[config.mk]
export PLATFORM = sky130hd
export DESIGN_NAME = rv_mul_sequencer
export DESIGN_NICKNAME = d
export VERILOG_FILES = /design/src/rtl/rv_mul_sequencer.sv
export SDC_FILE = /design/constraint.sdc
export NUM_CORES = 1
export LEC_CHECK = 0
export CORE_AREA = 2 2 249 202
export CTS_BUF_LIST = sky130_fd_sc_hd__clkbuf_8
export CTS_CLUSTER_SIZE = 24
export DETAILED_ROUTE_END_ITERATION = 10
export DIE_AREA = 0 0 251 204
export SYNTH_ARGS = -nofsm -noshare
export SYNTH_HDL_FRONTEND = slang
export SYNTH_SLANG_ARGS = --single-unit
[constraint.sdc]
create_clock -name clk_i -period 18.9 [get_ports clk_i]
set_clock_uncertainty 0.05 [all_clocks]
set_input_delay 1.89 -clock clk_i [delete_from_list [all_inputs] [get_ports clk_i]]
set_output_delay 1.89 -clock clk_i [all_outputs]
set_load 0.01 [all_outputs]
[src/rtl/rv_mul_sequencer.sv]
// ============================================================================
// Module   : rv_mul_sequencer
// Purpose  : Four-cycle RV32M multiply (MUL/MULH/MULHSU/MULHU) on a shared
//            16x16 multiplier with magnitude-based sign handling.
// Revision : 1.0
// ============================================================================
`default_nettype none

module rv_mul_sequencer (
    input  logic        clk_i,
    input  logic        rst_i,
    input  logic        start_i,
    input  logic        kill_i,
    input  logic [31:0] d_rs1_i,
    input  logic [31:0] d_rs2_i,
    input  logic [2:0]  d_fun_i,
    output logic        busy_o,
    output logic        done_o,
    output logic [31:0] result_o
);

    localparam logic [1:0] c_IDLE = 2'd0;
    localparam logic [1:0] c_ACC  = 2'd1;
    localparam logic [1:0] c_FIX  = 2'd2;

    logic [1:0]  state_q, state_d;
    logic [1:0]  count_q;
    logic [63:0] acc_q;
    logic [31:0] mag_a_q, mag_b_q;
    logic        neg_q;
    logic        is_mul_q;
    logic [31:0] result_q;
    logic        done_q;

    logic        w_accept;
    logic        w_acc_en;
    logic        w_fix_en;
    logic        w_sign_a, w_sign_b;
    logic [15:0] w_opa, w_opb;
    logic [5:0]  w_shamt;
    logic [31:0] w_pp;
    logic [63:0] w_pp_sh;
    logic [63:0] w_prod;

    assign w_accept = (state_q == c_IDLE) && start_i && !kill_i && !d_fun_i[2];

    // State register
    always_ff @(posedge clk_i) begin
        if (rst_i) state_q <= c_IDLE;
        else       state_q <= state_d;
    end

    // Next-state logic; kill wins over everything except reset
    always_comb begin
        state_d = state_q;
        case (state_q)
            c_IDLE:  if (w_accept) state_d = c_ACC;
            c_ACC:   if (kill_i) state_d = c_IDLE;
                     else if (count_q == 2'd3) state_d = c_FIX;
            c_FIX:   state_d = c_IDLE;
            default: state_d = c_IDLE;
        endcase
    end

    // FSM output decode
    always_comb begin
        busy_o   = (state_q != c_IDLE);
        w_acc_en = (state_q == c_ACC) && !kill_i;
        w_fix_en = (state_q == c_FIX) && !kill_i;
    end

    // MULHU is unsigned on both sides; MULHSU only on rs2
    assign w_sign_a = d_rs1_i[31] && (d_fun_i[1:0] != 2'b11);
    assign w_sign_b = d_rs2_i[31] && !d_fun_i[1];

    always_comb begin
        w_opa   = mag_a_q[15:0];
        w_opb   = mag_b_q[15:0];
        w_shamt = 6'd0;
        case (count_q)
            2'd0: begin w_opa = mag_a_q[15:0];  w_opb = mag_b_q[15:0];  w_shamt = 6'd0;  end
            2'd1: begin w_opa = mag_a_q[15:0];  w_opb = mag_b_q[31:16]; w_shamt = 6'd16; end
            2'd2: begin w_opa = mag_a_q[31:16]; w_opb = mag_b_q[15:0];  w_shamt = 6'd16; end
            default: begin w_opa = mag_a_q[31:16]; w_opb = mag_b_q[31:16]; w_shamt = 6'd32; end
        endcase
    end

    assign w_pp    = {16'd0, w_opa} * {16'd0, w_opb};
    assign w_pp_sh = {32'd0, w_pp} << w_shamt;
    assign w_prod  = neg_q ? (~acc_q + 64'd1) : acc_q;

    always_ff @(posedge clk_i) begin
        if (rst_i) begin
            count_q  <= 2'd0;
            acc_q    <= 64'd0;
            mag_a_q  <= 32'd0;
            mag_b_q  <= 32'd0;
            neg_q    <= 1'b0;
            is_mul_q <= 1'b0;
            result_q <= 32'd0;
            done_q   <= 1'b0;
        end else begin
            done_q <= 1'b0;
            if (w_accept) begin
                mag_a_q  <= w_sign_a ? (~d_rs1_i + 32'd1) : d_rs1_i;
                mag_b_q  <= w_sign_b ? (~d_rs2_i + 32'd1) : d_rs2_i;
                neg_q    <= w_sign_a ^ w_sign_b;
                is_mul_q <= (d_fun_i[1:0] == 2'b00);
                acc_q    <= 64'd0;
                count_q  <= 2'd0;
            end
            if (w_acc_en) begin
                acc_q   <= acc_q + w_pp_sh;
                count_q <= count_q + 2'd1;
            end
            if (w_fix_en) begin
                result_q <= is_mul_q ? w_prod[31:0] : w_prod[63:32];
                done_q   <= 1'b1;
            end
        end
    end

    assign done_o   = done_q;
    assign result_o = result_q;

endmodule

`default_nettype wire
==> flow_summary.json <==
{
  "post-route-period-util_pct": 62.3,
  "place_area_sq_um": 23300,
  "syn_to_final_growth_pct": 9.14,
  "critPathCaptureType": "flop",
  "pwr-share-seq_pct": 40.8,
  "yosysSeqAreaShare_pct": 15.4,
  "synthFlopType": "dfxtp_1",
  "die_w_um": 251,
  "wl_um": 74100,
  "sw_frac_of_total_pct": 35.5,
  "num_io_pins": 105,
  "grt_pass1_vias": 19232,
  "syn_area_sq_um": 21800,
  "synth_nets": 3243,
  "worst-path-max-fanout": 32,
  "die_h_um": 204,
  "hold_viol": 0,
  "path_clk_slew_ns": 0.10,
  "synth_edf_count": 0,
  "crit_path_top_delay_cell": "o311ai_0",
  "syn_inst": 2803,
  "crit_required_ns": 19.28,
  "synth_top_area_cell": "fa_1",
  "ant_nets": 0,
  "gp_congestion": 1.06,
  "vias_per_cell": 5.86,
  "holdWs_ns": 0.407,
  "hp-class": "flop to flop",
  "worst-slew-pin-transition_ns": 1.26,
  "finalSetupTns_ns": 0,
  "setup_viol": 0,
  "antenna_found_initial": 2,
  "hold_buffers": 0,
  "grt_max_degree": 117,
  "leakagePower_nw": 10.3,
  "post_cts_resized": 0,
  "clk-insertion-delay-late_ns": 0.56,
  "cts_tree": "yes",
  "layoutNonFillerInstCount": 3472,
  "cp_num_buf_inv": 6,
  "synthArstFlopShare_pct": 0,
  "num-fill-cells": 4896,
  "rsz0062_at_grt": "false",
  "grt_usage_pct": 28.7,
  "p_clk_share_pct": 33.3,
  "post_cts.repair.setup_buffers": 0,
  "cts_max_level": 4,
  "drt_first_pass_iters": 5,
  "cts.sinks": 167,
  "syn_avg_cell_area_sq_um": 7.76,
  "grt_first_pass_wirelength_um": 112000,
  "dieArea_sq_um": 51200,
  "yosysUniqueCellTypes": 79,
  "synth.top_cell.area_share_pct": 17.9,
  "dp_cells": 3441,
  "drive_gt1_share_pct": 4.51,
  "clock.fmax_mhz": 85.0,
  "crit_family": "adder cells",
  "ir_drop_mv": 0.0513,
  "drv_slew": 0,
  "diodes": 0,
  "core_sq_um": 49000,
  "p_sw_uw": 318,
  "ys_ff_latch": 167,
  "avgRoutedWirePerCell_um": 21.3,
  "intPower_uw": 579,
  "io_buffers": 104,
  "cts_buffers": 17,
  "p_per_area_nw_per_um2": 37.8,
  "clockBufferDepth": 2,
  "start_util_pct": 44.4,
  "netlist_top_cells_area": "fa_1 (18%), dfxtp_1 (15%), ha_1 (10%)",
  "max_stage_delay_ns": 1.00,
  "layout.nets": 3263,
  "start_kind": "flop",
  "vias": 20349,
  "maxCapViolCount": 0,
  "relSlewSlack_pct": 14.8,
  "arrival_ns": 12.15,
  "outcome": "finished clean",
  "critical_path_class": "flop to flop",
  "fin_area_sq_um": 23700,
  "drt_iter0_markers": 1841,
  "comb_power_share_pct": 25.9,
  "cts_root_buf": "clkbuf_8",
  "drc": 0,
  "rows": 73,
  "place_hpwl_um": 60400,
  "ys_warn_count": 0,
  "grt.overflow.total": 0,
  "min_period_ns": 11.77
}
-- path summary, 6_finish.rpt --
path                startpoint      endpoint  slack [ns]  cells after the start
setup / recovery    count_q[0]     acc_q[59]        7.13                     36
hold / removal    result_o[12]  result_o[12]        0.41                      2
setup reg to reg    count_q[0]     acc_q[59]        7.13                     36
hold reg to reg   result_o[12]  result_o[12]        0.41                      2
-- worst min-delay path, delay by kind of cell (launching register included) --
kind / cells / cell delay [ns]
AOI/OAI and AO/OA: 1 / 0.05
DFF: 1 / 0.32
and+or+nand+nor: 1 / 0.05
-- power by group through the flow --
| stage | registers [mW] | clock network (mW) | logic [mW] |
|---|---|---|---|
| global placement | 0.374 | 0 | 0.225 |
| detailed placement | 0.374 | 0 | 0.228 |
| floorplan | 0.371 | 0 | 0.148 |
| CTS | 0.366 | 0.308 | 0.229 |
| finish | 0.367 | 0.299 | 0.232 |
| global route | 0.368 | 0.318 | 0.253 |
-- routing by layer --
layer / up-vias / share of wire, % / track usage (%)
met5: - / 0 / 0
met3: 60 / 9.8 / 6.74
met4: 0 / 1.1 / 5.14
met1: 9840 / 50 / 45.0
li1: 9587 / - / -
met2: 862 / 39 / 39.5
-- cells in the mapped netlist (all sizes together) (3+ instances only) --
library cell / number
nand2: 363
nor2: 313
inv: 264
fa: 195
a21oi: 187
ha: 174
dfxtp: 167
o21ai: 141
clkbuf: 125
xnor2: 100
xor2: 90
a211oi: 66
nand3: 62
a21o: 55
nor3: 42
mux2i: 40
and2: 33
o31ai: 33
mux2: 32
o211ai: 29
nand4: 23
or3: 22
a31oi: 21
nor4: 21
nand2b: 19
o21bai: 17
or4: 14
and3: 13
nor2b: 13
o21a: 11
o22ai: 11
o41ai: 10
or2: 10
buf: 9
a311oi: 8
nor3b: 7
a21boi: 5
a41oi: 5
o2111ai: 5
o311ai: 5
o211a: 4
a22o: 3
o31a: 3
or3b: 3
-- stage by stage --
| stage | utilization (%) | worst slack, ns | total power [mW] |
|---|---|---|---|
| final | 48.5 | 7.13 | 0.897 |
| after floorplan | - | 8.29 | 0.519 |
| after detailed placement | 47.6 | 7.36 | 0.602 |
| after global placement | 47.6 | 7.68 | 0.599 |
| after CTS | 48.5 | 7.34 | 0.903 |
| after global routing | 48.5 | 6.55 | 0.939 |
-- cell usage in the layout (no fill, tap or decap), types with 9 or more instances in the layout --
cell type        Yosys  final
a31oi_1             21     21
nand2b_1            19     19
ha_1               174    174
nand4_1             23     23
nand2_1            363    363
dfxtp_1            167    165
inv_1              264    264
nand3_1             62     61
o31ai_1             32     32
mux2_2              32     32
nor4_1              21     21
o211ai_1            29     29
o22ai_1             11     11
a211oi_1            66     66
clkdlybuf4s50_1      0    103
nor2_1             313    311
nor3_1              42     41
nor2b_1             13     13
or4_1                9      9
buf_4                1     33
or3_1               22     22
xnor2_1            100    100
or2_2                9      9
mux2i_1             40     40
o41ai_1              9      9
o21bai_1            17     17
a21oi_1            187    187
xor2_1              90     90
and3_1              13     12
o21a_1              11     11
clkbuf_8             0     18
fa_1               195    195
and2_1              33     33
o21ai_0            138    138
a21o_1              55     55
-- state kept, by name, indices dropped and copies added, names as in the netlist, 2 cells and up --
signal and cells:
mag_a_q 32, count_q 2, state_q 2, result_o 32, acc_q 64, mag_b_q 32
-- cells by family (layout without fill, tap and decap cells) --
logic type                 after synthesis  in the layout  synth area share (%)
and+or+nand+nor                        966            966                  19.8
DFF                                    167            167                  15.4
buffers and inverters                  399            431                  7.10
AOI/OAI and AO/OA                      640            640                  18.7
xor gates and xnor gates               190            190                  7.65
adders and majority gates              369            369                  28.0
muxes                                   72             72                  3.50
-- final cells by class --
type / count / area, sq um / share of cell area [%]
tap: 637 / 797 / 3.36
clock inverter: 13 / 186 / 0.785
timing repair buffer: 136 / 1280 / 5.39
sequential: 167 / 3350 / 14.1
inverter: 264 / 991 / 4.17
clock buffer: 18 / 248 / 1.04
multi-input combinational: 2237 / 16900 / 71.2
Power figures use the tool's default switching activity.
